## src/rtl/memory_stage.sv

```systemverilog
// Memory pipeline stage: latches execute results and drives the data-memory handshake.
// Also stalls the front end while a request is outstanding and aborts requests that wait too long.
`ifndef IR_SRC_DATA
`define IR_SRC_DATA 2'd0
`endif
`ifndef IR_SRC_NOP
`define IR_SRC_NOP 2'd1
`endif
`ifndef IR_SRC_EXCEPT
`define IR_SRC_EXCEPT 2'd2
`endif
`ifndef INST_NOP
`define INST_NOP 32'h0000_0013
`endif
`ifndef INST_BNE_EXCEPT
`define INST_BNE_EXCEPT 32'h0000_1063
`endif

module memory_stage #(
    parameter int unsigned TIMEOUT = 255
) (
    input  logic        clk,
    input  logic        rst,
    input  logic [1:0]  ir_src_mem,
    input  logic        op_ld_or_ldr,
    input  logic        op_st,
    input  logic        rf_w_mux_jump,
    input  logic [31:0] pc,
    input  logic [31:0] ir,
    input  logic [31:0] y,
    input  logic [31:0] d,
    output logic        dmem_req,
    output logic        dmem_we,
    output logic [31:0] dmem_addr,
    output logic [31:0] dmem_wdata,
    input  logic        dmem_ack,
    input  logic [31:0] dmem_rdata,
    output logic        stall,
    output logic [31:0] pc_next,
    output logic [31:0] ir_next,
    output logic [31:0] y_next,
    output logic [31:0] mdata_next,
    output logic        op_ld_or_ldr_next,
    output logic        rf_w_mux_jump_next
);

    typedef enum logic [1:0] {StIdle, StWait, StAbort} state_e;

    state_e      state_q, state_d;
    logic [7:0]  wait_cnt_q, wait_cnt_d;
    logic [8:0]  cnt_inc;
    logic        timeout_hit;

    logic [31:0] pc_m, ir_m, y_m, d_m;
    logic        ld_m, st_m, jmp_m;
    logic        mem_op, aligned, abort;

    assign mem_op  = ld_m | st_m;
    assign aligned = (y_m[1:0] == 2'b00);
    assign abort   = (state_q == StAbort);

    assign dmem_req   = mem_op & aligned & ~abort;
    assign dmem_we    = st_m;
    assign dmem_addr  = {y_m[31:2], 2'b00};
    assign dmem_wdata = d_m;
    assign stall      = dmem_req & ~dmem_ack;

    // Stage registers freeze during a stall so the request stays stable.
    always_ff @(posedge clk) begin
        if (rst) begin
            pc_m  <= '0;
            ir_m  <= `INST_NOP;
            y_m   <= '0;
            d_m   <= '0;
            ld_m  <= 1'b0;
            st_m  <= 1'b0;
            jmp_m <= 1'b0;
        end else if (!stall) begin
            pc_m  <= pc;
            ir_m  <= ir;
            y_m   <= y;
            d_m   <= d;
            ld_m  <= op_ld_or_ldr;
            st_m  <= op_st;
            jmp_m <= rf_w_mux_jump;
        end
    end

    always_ff @(posedge clk) begin
        if (rst) begin
            state_q    <= StIdle;
            wait_cnt_q <= '0;
        end else begin
            state_q    <= state_d;
            wait_cnt_q <= wait_cnt_d;
        end
    end

    assign cnt_inc     = {1'b0, wait_cnt_q} + 9'd1;
    assign timeout_hit = ({23'd0, cnt_inc} >= TIMEOUT);

    always_comb begin
        state_d    = state_q;
        wait_cnt_d = wait_cnt_q;
        case (state_q)
            StIdle: begin
                wait_cnt_d = '0;
                if (dmem_req && !dmem_ack) state_d = StWait;
            end
            StWait: begin
                if (dmem_ack) begin
                    state_d    = StIdle;
                    wait_cnt_d = '0;
                end else begin
                    // Saturate rather than wrap.
                    if (wait_cnt_q != 8'hff) wait_cnt_d = cnt_inc[7:0];
                    if (timeout_hit) state_d = StAbort;
                end
            end
            StAbort: state_d = StIdle;
            default: state_d = StIdle;
        endcase
    end

    always_comb begin
        ir_next = `INST_NOP;
        if (stall) begin
            ir_next = `INST_NOP;
        end else if (abort || (mem_op && !aligned)) begin
            ir_next = `INST_BNE_EXCEPT;
        end else begin
            case (ir_src_mem)
                `IR_SRC_DATA:   ir_next = ir_m;
                `IR_SRC_NOP:    ir_next = `INST_NOP;
                `IR_SRC_EXCEPT: ir_next = `INST_BNE_EXCEPT;
                default:        ir_next = 'x;
            endcase
        end
    end

    // A simultaneous ld/st is a store, so it never reports load data.
    assign op_ld_or_ldr_next  = ld_m & ~st_m & aligned & ~stall & ~abort;
    assign mdata_next         = dmem_rdata;
    assign pc_next            = pc_m;
    assign y_next             = y_m;
    assign rf_w_mux_jump_next = jmp_m;

endmodule

```

## config.mk

```make
export PLATFORM = sky130hd
export DESIGN_NAME = memory_stage
export DESIGN_NICKNAME = d
export VERILOG_FILES = /design/src/rtl/memory_stage.sv
export SDC_FILE = /design/constraint.sdc
export NUM_CORES = 1
export LEC_CHECK = 0
export ABC_AREA = 1
export CAP_MARGIN = 20
export CORE_AREA = 2 2 141 143
export DETAILED_ROUTE_END_ITERATION = 8
export DIE_AREA = 0 0 143 145
export PLACE_DENSITY = 0.72
export SYNTH_ARGS = -nofsm -noshare
export SYNTH_HDL_FRONTEND = slang
export SYNTH_SLANG_ARGS = --single-unit
```

## constraint.sdc

```tcl
create_clock -name clk -period 1.4 [get_ports clk]
set_clock_uncertainty 0.15 [all_clocks]
set_input_delay 0.14 -clock clk [delete_from_list [all_inputs] [get_ports clk]]
set_output_delay 0.14 -clock clk [all_outputs]
set_load 0.005 [all_outputs]
```

==> flow_summary.json <==
{
  "grt.total_usage": 0.2231,
  "grt_first_pass_wirelength_mm": 36.34,
  "io_pins": 365,
  "required_ps": 1110,
  "antenna_cells": 0,
  "seq_area_frac_synth": 0.4676,
  "dp_hpwl_mm": 13.78,
  "antenna_left": 0,
  "globalplace.congestion": 0.8161,
  "fp.dieW_um": 143,
  "report.final.slew_viol_count": 0,
  "p_int_mw": 9.089,
  "cp_data_arrival_time_ps": 1810,
  "syn_to_final_growth_pct": 98.59,
  "fmax_mhz": 477.2,
  "pwr-share-seq": 0.363,
  "yosysWarnings": 0,
  "comb_power_share": 0.261,
  "vdd_drop_max_mv": 0.7912,
  "final_hold_viol_count": 0,
  "cellPowerDensity_mw_per_mm2": 1054,
  "synth_area_per_cell_um2": 7.371,
  "dieArea_mm2": 0.02074,
  "port_buffers": 298,
  "crit_fanout": 6,
  "rows": 51,
  "min_from": "y[0]",
  "drtPass1Iterations": 4,
  "rr_startpoint": "y_next[1]",
  "p_total_mw": 12.63,
  "crit_path_end_kind": "output port",
  "synth_cell_types": 28,
  "multi_input_area_mm2": 0.003626,
  "h-tree-depth": 4,
  "core_mm2": 0.01921,
  "syn-cell-area_mm2": 0.006037,
  "cts_tree": "done",
  "status": "finished with violations",
  "synth_cells": 819,
  "grt_pass1_vias": 6883,
  "clk_path_buf_depth": 2,
  "layout-drive-gt1-share": 0.4363,
  "power_leakage_nw": 5.197,
  "cap_violations": 0,
  "hold_path.class": "in2reg",
  "critPathLaunchType": "register",
  "p_sw_mw": 3.545,
  "netSwitchingFraction": 0.2806,
  "worst_slack_ps": -695.7,
  "grt_overflow_total": 0,
  "cts-root-buf": "clkbuf_16",
  "antenna_found_initial": 0,
  "path_clk_slew_ps": 60,
  "final_cell_mix": "134 x clkdlybuf4s50_1, 122 x dlygate4sd2_1, 114 x nor2_1",
  "rsz0062_at_grt": "true",
  "start_util": 0.3143,
  "route.detailed.drc": 0,
  "wl_per_cell_um": 17.08,
  "p_clk_frac": 0.376,
  "clk_latency_ps": 410,
  "fin_crit_ps": 2096,
  "dp_slack_ps": -950.7,
  "drt_first_iter_violations": 309,
  "ys_ff_latch": 141,
  "vias": 6679,
  "grt_max_degree": 60,
  "violations": "setup timing",
  "fill_cells": 1537,
  "regArea_mm2": 0.002883,
  "path_class": "reg2out",
  "cts_sinks": 141,
  "cp-startpoint": "y_next[1]",
  "dieHeight_um": 145,
  "routed_via_density": 4.710,
  "nets": 1313,
  "min_period_over_period": 1.497,
  "wl_mm": 24.22,
  "cts_buffers": 17,
  "setup_viol": 176,
  "ctsHoldBuffers": 0,
  "final_common_cell": "clkdlybuf4s50_1",
  "holdWs_ps": 108.1
}
## registers in the layout, summed over array words and instances (netlist names)
| register | flops |
|---|---|
| pc_next | 32 |
| ld_m | 1 |
| wait_cnt_q | 8 |
| ir_m | 32 |
| dmem_wdata | 32 |
| state_q | 2 |
| dmem_we | 1 |
| rf_w_mux_jump_next | 1 |
| y_next | 32 |
## area by class of cell
type	instances	area share
sequential	141	0.2405
clock inverter	12	0.01346
inverter	31	0.01127
tap	265	0.02766
multi-input combinational	537	0.3024
clock buffer	19	0.03778
timing repair buffer	413	0.3669
## critical path, stage by stage, from the launching register on
cell,delay (ps)
dfxtp_2,330
nor2_4,170
nand2_4,90
nor2_8,120
nand2_8,80
nand2_8,70
buf_8,130
buf_16,140
buf_12,100
nor2_4,20
buf_2,110
## per-stage QoR
stage	util	area [um2]	cells	TNS (ps)
CTS	0.6006	11540	1425	-88990
floorplan	-	6197	820	-5747
finish	0.6242	11990	1418	-81870
detailed placement	0.4807	9233	1324	-87010
global placement	0.4807	9233	1324	-84240
global route	0.6242	11990	1418	-93870
## worst paths after layout
kind / to / slack, ps / cells past startpoint
max: ir_next[11] / -700 / 10
max reg2reg: dmem_wdata[2] / -590 / 10
min reg2reg: dmem_wdata[14] / 350 / 2
min: y_next[0] / 110 / 3
## routing by layer
metal	wire length (um)	GRT usage
met1	9283	0.2533
met2	12550	0.3852
met3	1584	0.06271
met4	807	0.1000
met5	0	0
## cell families (layout without fill, tap and decap cells)
family | Yosys count | in the layout | synth area share
simple gates | 384 | 384 | 0.2508
other cells | 1 | 2 | 0.0006212
buf+inv | 142 | 475 | 0.1482
compound gates | 147 | 147 | 0.1246
fa+ha+maj | 4 | 4 | 0.008290
flops | 141 | 141 | 0.4676
## power groups by stage
stage | Sequential, mW | Clock, mW | Combinational [mW]
CTS | 4.55 | 4.82 | 3.10
floorplan | 4.61 | 0 | 1.07
detailed placement | 4.61 | 0 | 2.37
global placement | 4.60 | 0 | 2.35
finish | 4.58 | 4.75 | 3.30
global route | 4.62 | 5.04 | 3.51
## cells in the mapped netlist
cell type | n | area [um2]
inv_2 | 6 | 22.52
conb_1 | 1 | 3.750
o21ai_0 | 64 | 320.3
a21oi_1 | 3 | 15.01
nor2_8 | 1 | 20.02
or2_2 | 1 | 6.260
buf_4 | 69 | 518.0
inv_1 | 25 | 93.84
nor3_1 | 1 | 5.000
ha_1 | 4 | 50.05
o21ai_2 | 1 | 8.760
o22ai_1 | 1 | 6.260
buf_1 | 1 | 3.750
nand2_4 | 3 | 33.78
nand2_1 | 70 | 262.8
buf_6 | 12 | 135.1
buf_2 | 7 | 35.03
dfxtp_1 | 141 | 2823
a31oi_1 | 1 | 6.260
nand4_1 | 4 | 25.02
o21ai_1 | 73 | 365.4
clkbuf_2 | 3 | 15.01
nor2_1 | 291 | 1092
nor2_2 | 2 | 12.51
nand3_1 | 10 | 50.05
nor4_1 | 1 | 6.260
a22oi_1 | 4 | 30.03
clkbuf_1 | 19 | 71.32
## timing repair
action / CTS / global route
buffers inserted: 46 / 14
pin swaps: 90 / 110
gates resized for setup: 565 / 240
cloned: 25 / 2
setup endpoints to repair: 304 / 181
No activity file was read; power rests on OpenSTA's default activity.
